[src/rtl/tlp_tx_arbiter_if.sv]
// TLP transmit arbiter bus: per-requester beat inputs, shared PCIe tx output,
// debug status. pktCount_out exists only when TX_ARB_STATS_EN is defined.
// master = arbiter side, slave = requesters plus PCIe core side.
interface tlp_tx_arbiter_if #(
  parameter int NUM_REQ = 2
);
  localparam int IDX_W = $clog2(NUM_REQ);

  logic [NUM_REQ-1:0][63:0] reqData_in;
  logic [NUM_REQ-1:0]       reqSOP_in;
  logic [NUM_REQ-1:0]       reqEOP_in;
  logic [NUM_REQ-1:0]       reqValid_in;
  logic [NUM_REQ-1:0]       reqReady_out;
  logic [63:0]              txData_out;
  logic                     txSOP_out;
  logic                     txEOP_out;
  logic                     txValid_out;
  logic                     txReady_in;
  logic [IDX_W-1:0]         owner_out;
  logic                     busy_out;
`ifdef TX_ARB_STATS_EN
  logic [NUM_REQ-1:0][31:0] pktCount_out;

  modport master (
    input  reqData_in, reqSOP_in, reqEOP_in, reqValid_in, txReady_in,
    output reqReady_out, txData_out, txSOP_out, txEOP_out, txValid_out,
    output owner_out, busy_out, pktCount_out
  );
  modport slave (
    output reqData_in, reqSOP_in, reqEOP_in, reqValid_in, txReady_in,
    input  reqReady_out, txData_out, txSOP_out, txEOP_out, txValid_out,
    input  owner_out, busy_out, pktCount_out
  );
`else
  modport master (
    input  reqData_in, reqSOP_in, reqEOP_in, reqValid_in, txReady_in,
    output reqReady_out, txData_out, txSOP_out, txEOP_out, txValid_out,
    output owner_out, busy_out
  );
  modport slave (
    output reqData_in, reqSOP_in, reqEOP_in, reqValid_in, txReady_in,
    input  reqReady_out, txData_out, txSOP_out, txEOP_out, txValid_out,
    input  owner_out, busy_out
  );
`endif
endinterface

[src/rtl/tlp_tx_arbiter.sv]
// Packet-granular round-robin arbiter of NUM_REQ TLP sources onto one PCIe tx pipe.
// Latency: accepted beat appears on tx outputs 1 cycle later (empty buffer); 2-entry skid buffer.
// Backpressure: owner ready = buffer not full (registered only); optional TX_ARB_STATS_EN adds per-requester packet counters.
module tlp_tx_arbiter #(
  parameter int NUM_REQ = 2
) (
  input  logic           pcieClk_in,
  input  logic           pcieNReset_in,
  tlp_tx_arbiter_if.master bus
);
  localparam int IDX_W = $clog2(NUM_REQ);

  typedef enum logic {IDLE, BUSY} state_t;

  state_t           state_q, state_d;
  logic [IDX_W-1:0] owner_q, owner_d;
  logic [IDX_W-1:0] last_q, last_d;
  logic [65:0]      buf_q [2];      // {sop, eop, data}
  logic             wr_ptr_q, rd_ptr_q;
  logic [1:0]       count_q;
  logic             full, push, push_eop, pop;
  logic [NUM_REQ-1:0] eligible;
  logic             win_found;
  logic [IDX_W-1:0] win_idx, cand;

  assign full     = (count_q == 2'd2);
  assign push     = (state_q == BUSY) && bus.reqValid_in[owner_q] && !full;
  assign push_eop = push && bus.reqEOP_in[owner_q];
  assign pop      = (count_q != 2'd0) && bus.txReady_in;

  // Only the owner sees ready, and only from registered state.
  always_comb begin
    bus.reqReady_out = '0;
    if (state_q == BUSY && !full) bus.reqReady_out[owner_q] = 1'b1;
  end

  // Candidates are SOP beats; in BUSY the owner's visible beat is the EOP being consumed, not a new packet.
  always_comb begin
    eligible = bus.reqValid_in & bus.reqSOP_in;
    if (state_q == BUSY) eligible[owner_q] = 1'b0;
  end

  // Round-robin scan starting just after the last grant, wrapping.
  always_comb begin
    win_found = 1'b0;
    win_idx   = '0;
    cand      = '0;
    for (int k = 1; k <= NUM_REQ; k++) begin
      cand = IDX_W'((int'(last_q) + k) % NUM_REQ);
      if (!win_found && eligible[cand]) begin
        win_found = 1'b1;
        win_idx   = cand;
      end
    end
  end

  // Next-state: grant from IDLE, or hand over / drop to IDLE on the owner's EOP accept.
  always_comb begin
    state_d = state_q;
    owner_d = owner_q;
    last_d  = last_q;
    case (state_q)
      IDLE: begin
        if (win_found) begin
          state_d = BUSY;
          owner_d = win_idx;
          last_d  = win_idx;
        end
      end
      BUSY: begin
        if (push_eop) begin
          if (win_found) begin
            owner_d = win_idx;
            last_d  = win_idx;
          end else begin
            state_d = IDLE;
          end
        end
      end
      default: state_d = IDLE;
    endcase
  end

  // FSM registers; requester 0 wins first after reset.
  always_ff @(posedge pcieClk_in or negedge pcieNReset_in) begin
    if (!pcieNReset_in) begin
      state_q <= IDLE;
      owner_q <= '0;
      last_q  <= IDX_W'(NUM_REQ - 1);
    end else begin
      state_q <= state_d;
      owner_q <= owner_d;
      last_q  <= last_d;
    end
  end

  // Skid buffer storage and pointers; cleared on reset so all tx outputs read 0.
  always_ff @(posedge pcieClk_in or negedge pcieNReset_in) begin
    if (!pcieNReset_in) begin
      buf_q[0] <= '0;
      buf_q[1] <= '0;
      wr_ptr_q <= 1'b0;
      rd_ptr_q <= 1'b0;
      count_q  <= 2'd0;
    end else begin
      if (push) begin
        buf_q[wr_ptr_q] <= {bus.reqSOP_in[owner_q], bus.reqEOP_in[owner_q], bus.reqData_in[owner_q]};
        wr_ptr_q        <= ~wr_ptr_q;
      end
      if (pop) rd_ptr_q <= ~rd_ptr_q;
      count_q <= count_q + {1'b0, push} - {1'b0, pop};
    end
  end

  assign bus.txValid_out = (count_q != 2'd0);
  assign {bus.txSOP_out, bus.txEOP_out, bus.txData_out} = buf_q[rd_ptr_q];
  assign bus.owner_out   = owner_q;
  assign bus.busy_out    = (state_q == BUSY) || (count_q != 2'd0);

`ifdef TX_ARB_STATS_EN
  logic [NUM_REQ-1:0][31:0] pkt_count_q;

  // Count accepted EOP beats per requester; wraps naturally.
  always_ff @(posedge pcieClk_in or negedge pcieNReset_in) begin
    if (!pcieNReset_in) begin
      pkt_count_q <= '0;
    end else begin
      for (int i = 0; i < NUM_REQ; i++) begin
        if (push_eop && owner_q == IDX_W'(i)) pkt_count_q[i] <= pkt_count_q[i] + 32'd1;
      end
    end
  end

  assign bus.pktCount_out = pkt_count_q;
`endif
endmodule
[src/flat_wrapper.sv]
// flat-port wrapper written by rule: the top's interface ports become plain ports
module tlp_tx_arbiter_flat 
#(
  parameter int NUM_REQ = 2
)
  (pcieClk_in, pcieNReset_in, bus_reqData_in, bus_reqSOP_in, bus_reqEOP_in, bus_reqValid_in, bus_txReady_in, bus_reqReady_out, bus_txData_out, bus_txSOP_out, bus_txEOP_out, bus_txValid_out, bus_owner_out, bus_busy_out);
  tlp_tx_arbiter_if #(.NUM_REQ(NUM_REQ)) bus_i ();
  input  logic pcieClk_in;
  input  logic pcieNReset_in;
  input wire logic [$bits(bus_i.reqData_in)-1:0] bus_reqData_in;
  input wire logic [$bits(bus_i.reqSOP_in)-1:0] bus_reqSOP_in;
  input wire logic [$bits(bus_i.reqEOP_in)-1:0] bus_reqEOP_in;
  input wire logic [$bits(bus_i.reqValid_in)-1:0] bus_reqValid_in;
  input wire logic [$bits(bus_i.txReady_in)-1:0] bus_txReady_in;
  output wire logic [$bits(bus_i.reqReady_out)-1:0] bus_reqReady_out;
  output wire logic [$bits(bus_i.txData_out)-1:0] bus_txData_out;
  output wire logic [$bits(bus_i.txSOP_out)-1:0] bus_txSOP_out;
  output wire logic [$bits(bus_i.txEOP_out)-1:0] bus_txEOP_out;
  output wire logic [$bits(bus_i.txValid_out)-1:0] bus_txValid_out;
  output wire logic [$bits(bus_i.owner_out)-1:0] bus_owner_out;
  output wire logic [$bits(bus_i.busy_out)-1:0] bus_busy_out;
  assign bus_i.reqData_in = bus_reqData_in;
  assign bus_i.reqSOP_in = bus_reqSOP_in;
  assign bus_i.reqEOP_in = bus_reqEOP_in;
  assign bus_i.reqValid_in = bus_reqValid_in;
  assign bus_i.txReady_in = bus_txReady_in;
  assign bus_reqReady_out = bus_i.reqReady_out;
  assign bus_txData_out = bus_i.txData_out;
  assign bus_txSOP_out = bus_i.txSOP_out;
  assign bus_txEOP_out = bus_i.txEOP_out;
  assign bus_txValid_out = bus_i.txValid_out;
  assign bus_owner_out = bus_i.owner_out;
  assign bus_busy_out = bus_i.busy_out;
  tlp_tx_arbiter #(.NUM_REQ(NUM_REQ)) u_core (.pcieClk_in(pcieClk_in), .pcieNReset_in(pcieNReset_in), .bus(bus_i));
endmodule
[config.mk]
export PLATFORM = sky130hd
export DESIGN_NAME = tlp_tx_arbiter_flat
export DESIGN_NICKNAME = d
export VERILOG_FILES = /design/src/rtl/tlp_tx_arbiter_if.sv /design/src/rtl/tlp_tx_arbiter.sv /design/src/flat_wrapper.sv
export SDC_FILE = /design/constraint.sdc
export NUM_CORES = 1
export LEC_CHECK = 0
export CORE_ASPECT_RATIO = 0.5
export CORE_MARGIN = 4
export CORE_UTILIZATION = 25
export DETAILED_ROUTE_END_ITERATION = 10
export PLACE_DENSITY = 0.46
export SYNTH_ARGS = -nofsm -noshare
export SYNTH_HDL_FRONTEND = slang
export SYNTH_SLANG_ARGS = --single-unit
[constraint.sdc]
create_clock -name pcieClk_in -period 2.3 [get_ports pcieClk_in]
set_input_delay 0.345 -clock pcieClk_in [delete_from_list [all_inputs] [get_ports pcieClk_in]]
set_output_delay 0.345 -clock pcieClk_in [all_outputs]
set_load 0.005 [all_outputs]
==> flow_summary.json, run 1 <==
{
  "synth_common_cells": "dfrtp_1, nor2_1, nand2_1",
  "setup_violations": 7,
  "synth_area_leader_cell": "dfrtp_1",
  "grt_remaining_overflow": 0,
  "worst_slack_ps": -22.1,
  "synth_area_per_cell_um2": 10.7,
  "synth_ff_type": "dfrtp_1",
  "yosysMostFrequentCell": "dfrtp_1",
  "clock-root-buffer": "clkbuf_16",
  "cts_tree": "done",
  "num_vias": 4980,
  "seq_power_share_pct": 30.8,
  "post-place-ws_ps": 332,
  "antenna_found_initial": 0,
  "n_antenna_cell": 0,
  "vias_per_cell": 4.27,
  "numCtsBuffers": 17,
  "status": "finished, violations left",
  "cp-end-kind": "primary output",
  "power-per-cell-area_nw_per_um2": 1450,
  "crit_type": "register to primary output",
  "drv_slew": 0,
  "hpwl_mm": 13.1,
  "startpoint_type": "register",
  "nets": 947,
  "final_antenna_net_count": 0,
  "drc": 0,
  "clk_latency_ps": 420,
  "hold_violations": 0,
  "area_growth_pct": 50.1,
  "yosysWarnings": 0,
  "netlist_instances": 609,
  "gp_congestion": 0.762,
  "vdd_drop_max_v": 0.000690,
  "die_h_um": 122,
  "track_usage_pct": 12.8,
  "first_iter_violations": 197,
  "async_reset_ff_share_pct": 100,
  "p_clk_share_pct": 21.1,
  "slew_headroom_pct": 67.1,
  "io_pins": 208,
  "max_freq_mhz": 431,
  "htree_levels": 4,
  "wl_per_cell_um": 15.8,
  "fin_crit_sh_pct": 101,
  "holdWs_ps": 444,
  "clk_pin_slew_ps": 60,
  "first_global_vias": 5380,
  "maxCapViolCount": 0,
  "postCtsSetupRepairBufs": 0,
  "switching_share_pct": 33.4,
  "rsz0062_at_grt": "true",
  "coreArea_um2": 25400,
  "power_switching_mw": 4.71,
  "p_int_mw": 9.39,
  "violations": "setup timing",
  "critical_path.max_fanout": 18,
  "ys_ff_latch": 139,
  "period_minus_slack_ps": 2320,
  "grt_max_degree": 77,
  "die_area_um2": 28800,
  "hold_class": "input port to async pin",
  "synth_area_leaders": "dfrtp_1, mux2_2, mux2i_1",
  "io_buffer_count": 207,
  "synth_edf_count": 0,
  "worstMarginPinSlew_ps": 494,
  "layout-drive-gt1-share_pct": 14.4,
  "r2r_slack_ps": 500,
  "yosys.area.top_type_share_pct": 53.1,
  "synth_cell_type_count": 32,
  "syn-num-nets": 748,
  "core.rowCount": 41,
  "dieWidth_um": 236,
  "drt_pass1_iterations": 4,
  "grt_pass1_wl_mm": 29.2,
  "pwr-share-comb_pct": 48.0,
  "cellLeakagePower_nw": 4.43,
  "arrival_ps": 1980,
  "cts_num_sinks": 139,
  "cts_buffer_depth": 2,
  "wl_mm": 18.4,
  "start_util_pct": 25.6,
  "fin_worst_skew_ps": 8.54,
  "yosysSeqAreaShare_pct": 53.5,
  "critPathRequiredTime_ps": 1960,
  "synth_area_um2": 6500,
  "fill_cells": 2517
}
==> worst max-delay path, stage by stage, from the launching register on <==
cell and delay (ps):
dfrtp_4 510, buf_8 210, mux2_2 360, clkdlybuf4s50_1 480
==> metrics by stage <==
step	util [%]	cells	instance area (µm²)	power [mW]	TNS [ps]
global route	38.4	1165	9750	15.2	-2100
CTS	37.9	1164	9620	14.5	-1640
finish	38.4	1165	9750	14.1	-46.6
detailed placement	35.3	1131	8970	11.4	0
floorplan	-	609	6500	8.02	0
global placement	35.3	1131	8970	11.2	0
==> cell families (layout without fill, tap and decap cells) <==
group | count (synthesis) | after routing | synth area share [%]
simple gates | 149 | 149 | 9.53
flops | 139 | 139 | 53.5
compound gates | 135 | 135 | 10.5
mux | 134 | 134 | 22.0
buf+inv | 46 | 258 | 3.48
xor+xnor | 4 | 4 | 0.539
fa+ha+maj | 2 | 2 | 0.385
==> power by group through the flow <==
stage / Combinational, mW / Sequential, mW / Clock [mW]
floorplan: 3.89 / 4.13 / 0
global placement: 6.90 / 4.34 / 0
detailed placement: 6.99 / 4.38 / 0
CTS: 7.03 / 4.34 / 3.09
global route: 7.51 / 4.51 / 3.19
finish: 6.77 / 4.35 / 2.98
==> metal layers <==
metal  wire, µm  vias to the layer above  GRT usage, %  share of wire (%)
met1       7810                     2412          15.2                 42
met4        206                        0          3.63                1.1
li1           -                     2501             -                  -
met5          0                        -             0                  0
met2       9980                       52          23.7                 54
met3        406                       15          2.62                2.2
==> sequential cells by signal, indices dropped and copies added (netlist names) <==
register and count:
u_core.bus.owner_out 1, u_core.state_q 1, u_core.rd_ptr_q 1, u_core.buf_q 132, u_core.last_q 1, u_core.wr_ptr_q 1
u_core.count_q 2
==> worst paths after layout <==
| check | to | from | cells after the start |
|---|---|---|---|
| setup reg to reg | u_core.count_q[1] | u_core.count_q[1] | 7 |
| setup / recovery | bus_txData_out[63] | u_core.rd_ptr_q | 3 |
| min in group pcieClk_in | u_core.buf_q[21] | u_core.buf_q[21] | 2 |
| hold reg to reg | u_core.buf_q[21] | u_core.buf_q[21] | 2 |
| max in group asynchronous | u_core.buf_q[60] | pcieNReset_in | 3 |
| hold / removal | u_core.buf_q[62] | pcieNReset_in | 2 |
==> cell usage in the layout, fill, tap and decap left out, types with 3 or more instances in the layout <==
cell type / netlist / final
clkbuf_1: 11 / 5
bufinv_16: 0 / 5
buf_12: 0 / 5
dfrtp_1: 138 / 136
nor2_1: 69 / 69
buf_4: 9 / 6
mux2i_1: 66 / 66
clkdlybuf4s50_1: 0 / 173
a21oi_1: 66 / 66
nand2_1: 68 / 68
o21ai_0: 62 / 62
clkbuf_16: 0 / 18
o21ai_1: 4 / 4
clkinv_2: 0 / 3
mux2_2: 67 / 67
dlymetal6s2s_1: 0 / 33
==> area by class of cell <==
cell class	instances	area, µm²	share of cell area (%)
sequential	139	3490	35.8
multi-input combinational	424	2790	28.6
timing repair buffer	223	2390	24.5
clock buffer	24	472	4.84
tap	344	430	4.41
clock inverter	8	165	1.69
inverter	3	11.3	0.115
==> repair_timing <==
action | 4_1_cts | 5_1_grt
pin swaps | 0 | 0
endpoints found under the hold margin | 46 | 0
endpoints found under the setup margin | 55 | 66
cloned | 0 | 1
hold buffers | 1 | 0
gates resized for setup | 0 | 38
(Power assumes the default switching activity.)
==> run 2, diff against run 1 <==
--- a/config.mk
+++ b/config.mk
@@ -9,6 +9,7 @@
 export CORE_MARGIN = 4
 export CORE_UTILIZATION = 25
 export DETAILED_ROUTE_END_ITERATION = 10
+export GPL_TIMING_DRIVEN = 0
 export PLACE_DENSITY = 0.46
 export SYNTH_ARGS = -nofsm -noshare
 export SYNTH_HDL_FRONTEND = slang
==> run 2 against run 1 <==
Against the previous run: the run now ends clean; clock power is 8.4% lower; sequential power is 2% lower; global-route usage is 1.7 points higher; highest routed layer unchanged.
==> flow_summary.json, run 2 (synthesis results as in run 1) <==
{
  "final_cell_mix": "clkdlybuf4s50_1, dfrtp_1, nor2_1",
  "post-place-ws_ps": -335,
  "core.rowCount": 41,
  "first_iter_violations": 269,
  "numCtsBuffers": 17,
  "drv_slew": 0,
  "mostFrequentLayoutCell": "clkdlybuf4s50_1",
  "vdd_drop_max_v": 0.000484,
  "p_int_mw": 9.13,
  "status": "finished, final reports clean",
  "fin_crit_sh_pct": 96.9,
  "layout-drive-gt1-share_pct": 16.7,
  "top_register": "u_core.buf_q",
  "die_area_um2": 28800,
  "worstMarginPinSlew_ps": 929,
  "nets": 986,
  "p_total_mw": 14.2,
  "clock-root-buffer": "clkbuf_16",
  "critPathRequiredTime_ps": 1960,
  "n_antenna_cell": 0,
  "holdWs_ps": 440,
  "switching_share_pct": 35.5,
  "area_growth_pct": 51.3,
  "setup_tns_ps": 0,
  "fin_worst_skew_ps": 5.98,
  "cellLeakagePower_nw": 4.44,
  "io_buffer_count": 207,
  "num_vias": 5244,
  "r2r_slack_ps": 170,
  "path_cells": "buf_6 -> buf_12 -> mux2_2 -> clkdlybuf4s50_1",
  "arrival_ps": 1880,
  "io_pins": 208,
  "maxCapViolCount": 0,
  "grt_remaining_overflow": 0,
  "max_freq_mhz": 449,
  "grt_pass1_wl_mm": 32.7,
  "clk_pin_slew_ps": 60,
  "cts_tree": "done",
  "cts_buffer_depth": 2,
  "vias_per_cell": 4.36,
  "first_global_vias": 5685,
  "clk_latency_ps": 410,
  "wl_per_cell_um": 17.4,
  "cp-end-kind": "primary output",
  "wl_mm": 20.9,
  "hpwl_mm": 15.2,
  "hold_class": "input port to async pin",
  "gp_congestion": 0.762,
  "period_minus_slack_ps": 2230,
  "die_h_um": 122,
  "critical_path.max_fanout": 10,
  "crit_path_top_delay_cell": "clkdlybuf4s50_1",
  "hold_violations": 0,
  "r2r_end": "u_core.buf_q[4]",
  "power_switching_mw": 5.03,
  "final_util_pct": 38.7,
  "power-per-cell-area_nw_per_um2": 1440,
  "start_util_pct": 25.6,
  "drt_pass1_iterations": 4,
  "cts_num_sinks": 139,
  "reg2regPathDepth": 7,
  "startpoint_type": "register",
  "antenna_found_initial": 0,
  "htree_levels": 4,
  "largestRegisters": "u_core.buf_q x132, u_core.count_q x2",
  "pwr-share-comb_pct": 50.6,
  "r2r_start": "u_core.bus.owner_out",
  "seq_power_share_pct": 30.2,
  "track_usage_pct": 14.5,
  "largest_reg_flops": 132,
  "cp_slowest_stage_delay_ps": 470,
  "slew_headroom_pct": 38.1,
  "coreArea_um2": 25400,
  "dieWidth_um": 236,
  "final_antenna_net_count": 0,
  "worst_slack_ps": 70.7,
  "crit_type": "register to primary output",
  "p_clk_share_pct": 19.3,
  "grt_max_degree": 95,
  "setup_violations": 0,
  "drc": 0
}
## run 2: cell count changes in the layout (fill, tap and decap cells not counted), sizes merged
cell	before	now
dlygate4sd2	0	36
buf	15	44
clkdlybuf4s50	173	155
dlymetal6s2s	33	15
clkbuf	25	35
bufinv	5	2
clkinv	3	6
## run 2: critical path, delay by kind of cell (launching register included)
kind	cells	cell delay [ps]
buf+inv	3	740
flops	1	410
mux	1	330
## run 2: metrics by stage
step | cells | instance area, µm²
after global placement | 1160 | 9000
after detailed placement | 1161 | 9030
after floorplan | 609 | 6500
final | 1204 | 9830
after CTS | 1201 | 9730
after global routing | 1204 | 9830
## run 2: area by class of cell
class	instances	area, µm²
timing repair buffer	219	2190
fill	2558	15600
clock inverter	8	90.1
inverter	3	11.3
tap	344	430
sequential	139	3480
multi-input combinational	424	2800
clock buffer	24	492
buffer	43	339
## run 2: worst max-delay path by stage
stage / startpoint / end / slack [ps] / depth (start not counted)
finish: u_core.rd_ptr_q / bus_txData_out[10] / 70 / 4
global route: u_core.rd_ptr_q / bus_txData_out[21] / -1 / 4
CTS: u_core.rd_ptr_q / bus_txData_out[57] / -60 / 3
detailed placement: u_core.rd_ptr_q / bus_txData_out[51] / -330 / 4
global placement: pcieNReset_in / u_core.buf_q[94] / -4880 / 1
floorplan: u_core.count_q[1] / u_core.count_q[1] / 580 / 7
## run 2: what timing repair did
item / 4_1_cts / 5_1_grt
resized for setup: 66 / 27
hold endpoints to repair: 45 / 0
setup buffers: 7 / 3
pin swaps: 0 / 0
gates cloned: 0 / 0
endpoints found under the setup margin: 68 / 91
hold buffers: 1 / 0
## run 2: power by group through the flow
stage,clock (mW),sequential (mW),combinational (mW)
detailed placement,0,4.29,7.32
floorplan,0,4.13,3.89
CTS,2.80,4.26,7.32
global route,2.91,4.42,7.93
finish,2.73,4.27,7.16
global placement,0,4.25,7.26
## run 2: per-layer routing
metal  global-route usage (%)  vias up  routed length, µm
met5                        0        -                  0
met3                     2.35       14                495
li1                         -     2583                  -
met4                     3.63        0                189
met1                     18.4     2582               9260
met2                     26.2       65              11000
==> run 3, diff against run 2 <==
--- a/config.mk
+++ b/config.mk
@@ -6,7 +6,6 @@
 export NUM_CORES = 1
 export LEC_CHECK = 0
 export CORE_ASPECT_RATIO = 0.5
-export CORE_MARGIN = 4
 export CORE_UTILIZATION = 25
 export DETAILED_ROUTE_END_ITERATION = 10
 export GPL_TIMING_DRIVEN = 0
==> run 3 against run 2 <==
Against the previous run: clock power fell by 2%; via count is 0.97% higher; sequential power about the same; largest cell class unchanged; largest power group unchanged.
==> flow_summary.json, run 3 (synthesis results as in run 1) <==
{
  "power-per-cell-area_nw_per_um2": 1440,
  "grt_max_degree": 97,
  "top_register": "u_core.buf_q",
  "dieWidth_um": 230,
  "clk_latency_ps": 420,
  "worstMarginPinSlew_ps": 915,
  "n_antenna_cell": 0,
  "vdd_drop_max_v": 0.000535,
  "gp_congestion": 0.752,
  "p_clk_share_pct": 19.0,
  "cts_buffer_depth": 2,
  "coreArea_um2": 25300,
  "first_global_vias": 5292,
  "cts_num_sinks": 139,
  "period_minus_slack_ps": 2260,
  "max_freq_mhz": 443,
  "largest_reg_flops": 132,
  "crit_type": "register to primary output",
  "status": "finished, final reports clean",
  "clock-root-buffer": "clkbuf_16",
  "layout-drive-gt1-share_pct": 16.8,
  "cp_slowest_stage_delay_ps": 500,
  "fin_worst_skew_ps": 7.13,
  "arrival_ps": 1910,
  "core.rowCount": 41,
  "largestRegisters": "u_core.buf_q x132, u_core.count_q x2",
  "first_iter_violations": 268,
  "grt_remaining_overflow": 0,
  "drc": 0,
  "maxCapViolCount": 0,
  "num_vias": 5295,
  "p_total_mw": 14.1,
  "cpLargestDelayFamily": "buffers and inverters",
  "drt_pass1_iterations": 4,
  "antenna_found_initial": 0,
  "mostFrequentLayoutCell": "clkdlybuf4s50_1",
  "clk_pin_slew_ps": 60,
  "cts_tree": "done",
  "final_cell_mix": "clkdlybuf4s50_1, dfrtp_1, nor2_1",
  "drv_slew": 0,
  "reg2regPathDepth": 8,
  "start_util_pct": 25.6,
  "vias_per_cell": 4.39,
  "hpwl_mm": 14.5,
  "htree_levels": 4,
  "area_growth_pct": 51.1,
  "die_area_um2": 26700,
  "numCtsBuffers": 17,
  "r2r_slack_ps": 130,
  "pwr-share-comb_pct": 50.8,
  "io_buffer_count": 207,
  "rsz0062_at_grt": "true",
  "setup_tns_ps": 0,
  "setup_violations": 0,
  "grt_pass1_wl_mm": 30.6,
  "track_usage_pct": 15.2,
  "hold_violations": 0,
  "critical_path.max_fanout": 10,
  "startpoint_type": "register",
  "io_pins": 208,
  "r2r_start": "u_core.bus.owner_out",
  "critPathRequiredTime_ps": 1960,
  "path_cells": "buf_4 -> mux2_2 -> clkdlybuf4s50_1",
  "final_area_um2": 9820,
  "crit_path_top_delay_cell": "clkdlybuf4s50_1",
  "seq_power_share_pct": 30.2,
  "switching_share_pct": 35.4,
  "wl_mm": 20.0,
  "fin_crit_sh_pct": 98.2,
  "wl_per_cell_um": 16.6,
  "cp-end-kind": "primary output",
  "dpl_cell_area_um2": 9030,
  "nets": 987,
  "holdWs_ps": 410,
  "hold_class": "input port to async pin",
  "final_antenna_net_count": 0,
  "path_buf_inv": 2,
  "die_h_um": 116,
  "cellLeakagePower_nw": 4.35,
  "power_switching_mw": 5.00,
  "slew_headroom_pct": 39.0,
  "p_int_mw": 9.13,
  "r2r_end": "u_core.buf_q[130]"
}
-- run 3: changes by cell type in the layout (fill, tap and decap cells not counted), moves of 2 or more --
cell / change
clkbuf_2: +2
clkbuf_8: -2
buf_2: -6
dlymetal6s2s_1: -9
clkdlybuf4s50_1: +8
buf_4: +2
clkbuf_4: +6
clkbuf_16: +2
-- run 3: worst max-delay path by stage --
stage	start	endpoint	slack [ps]	depth (start not counted)
CTS	u_core.rd_ptr_q	bus_txData_out[23]	-2	3
floorplan	u_core.count_q[1]	u_core.count_q[1]	580	7
finish	u_core.rd_ptr_q	bus_txData_out[12]	40	3
detailed placement	u_core.rd_ptr_q	bus_txData_out[55]	-320	4
global route	u_core.rd_ptr_q	bus_txData_out[58]	-30	3
global placement	pcieNReset_in	u_core.buf_q[129]	-4910	1
-- run 3: repair_timing --
action | CTS | global route
endpoints found under the setup margin | 68 | 77
pin swaps | 0 | 1
cloned | 0 | 1
hold endpoints to repair | 43 | 0
resized for setup | 72 | 21
buffers inserted | 9 | 2
hold buffers | 1 | 0
-- run 3: layer usage --
| metal | wire length, µm | vias up | global-route usage (%) |
|---|---|---|---|
| met3 | 663 | 18 | 2.73 |
| met2 | 10300 | 77 | 26.2 |
| li1 | - | 2580 | - |
| met5 | 0 | - | 0 |
| met1 | 8800 | 2620 | 19.4 |
| met4 | 260 | 0 | 5.34 |
-- run 3: power by group through the flow --
stage                     Sequential [mW]  Combinational (mW)  Clock (mW)
after floorplan                      4.13                3.89           0
after global placement               4.24                7.22           0
after detailed placement             4.30                7.27           0
after CTS                            4.27                7.33        2.76
after global routing                 4.42                7.91        2.85
final                                4.26                7.18        2.68
-- run 3: metrics by stage --
step / setup WS (ps) / utilization (%) / instances
after floorplan: 577 / - / 609
after global placement: -4910 / 35.5 / 1160
after detailed placement: -323 / 35.6 / 1161
after CTS: -1.69 / 38.5 / 1203
after global routing: -28.9 / 38.7 / 1205
final: 41.9 / 38.7 / 1205
-- run 3: layout make-up --
class	instances	area (µm²)
Clock inverter	8	92.6
Fill cell	2542	15500
Multi-Input combinational cell	424	2790
Inverter	3	11.3
Tap cell	344	430
Sequential cell	139	3480
Clock buffer	24	472
Timing Repair Buffer	221	2200
Buffer	42	343
-- run 3: worst reg2reg max path, delay by kind of cell, from the launching register on --
kind | cells | cell delay, ps
AOI/OAI and AO/OA | 1 | 90
buffers and inverters | 5 | 1060
DFF | 1 | 390
muxes | 1 | 210
and+or+nand+nor | 1 | 280
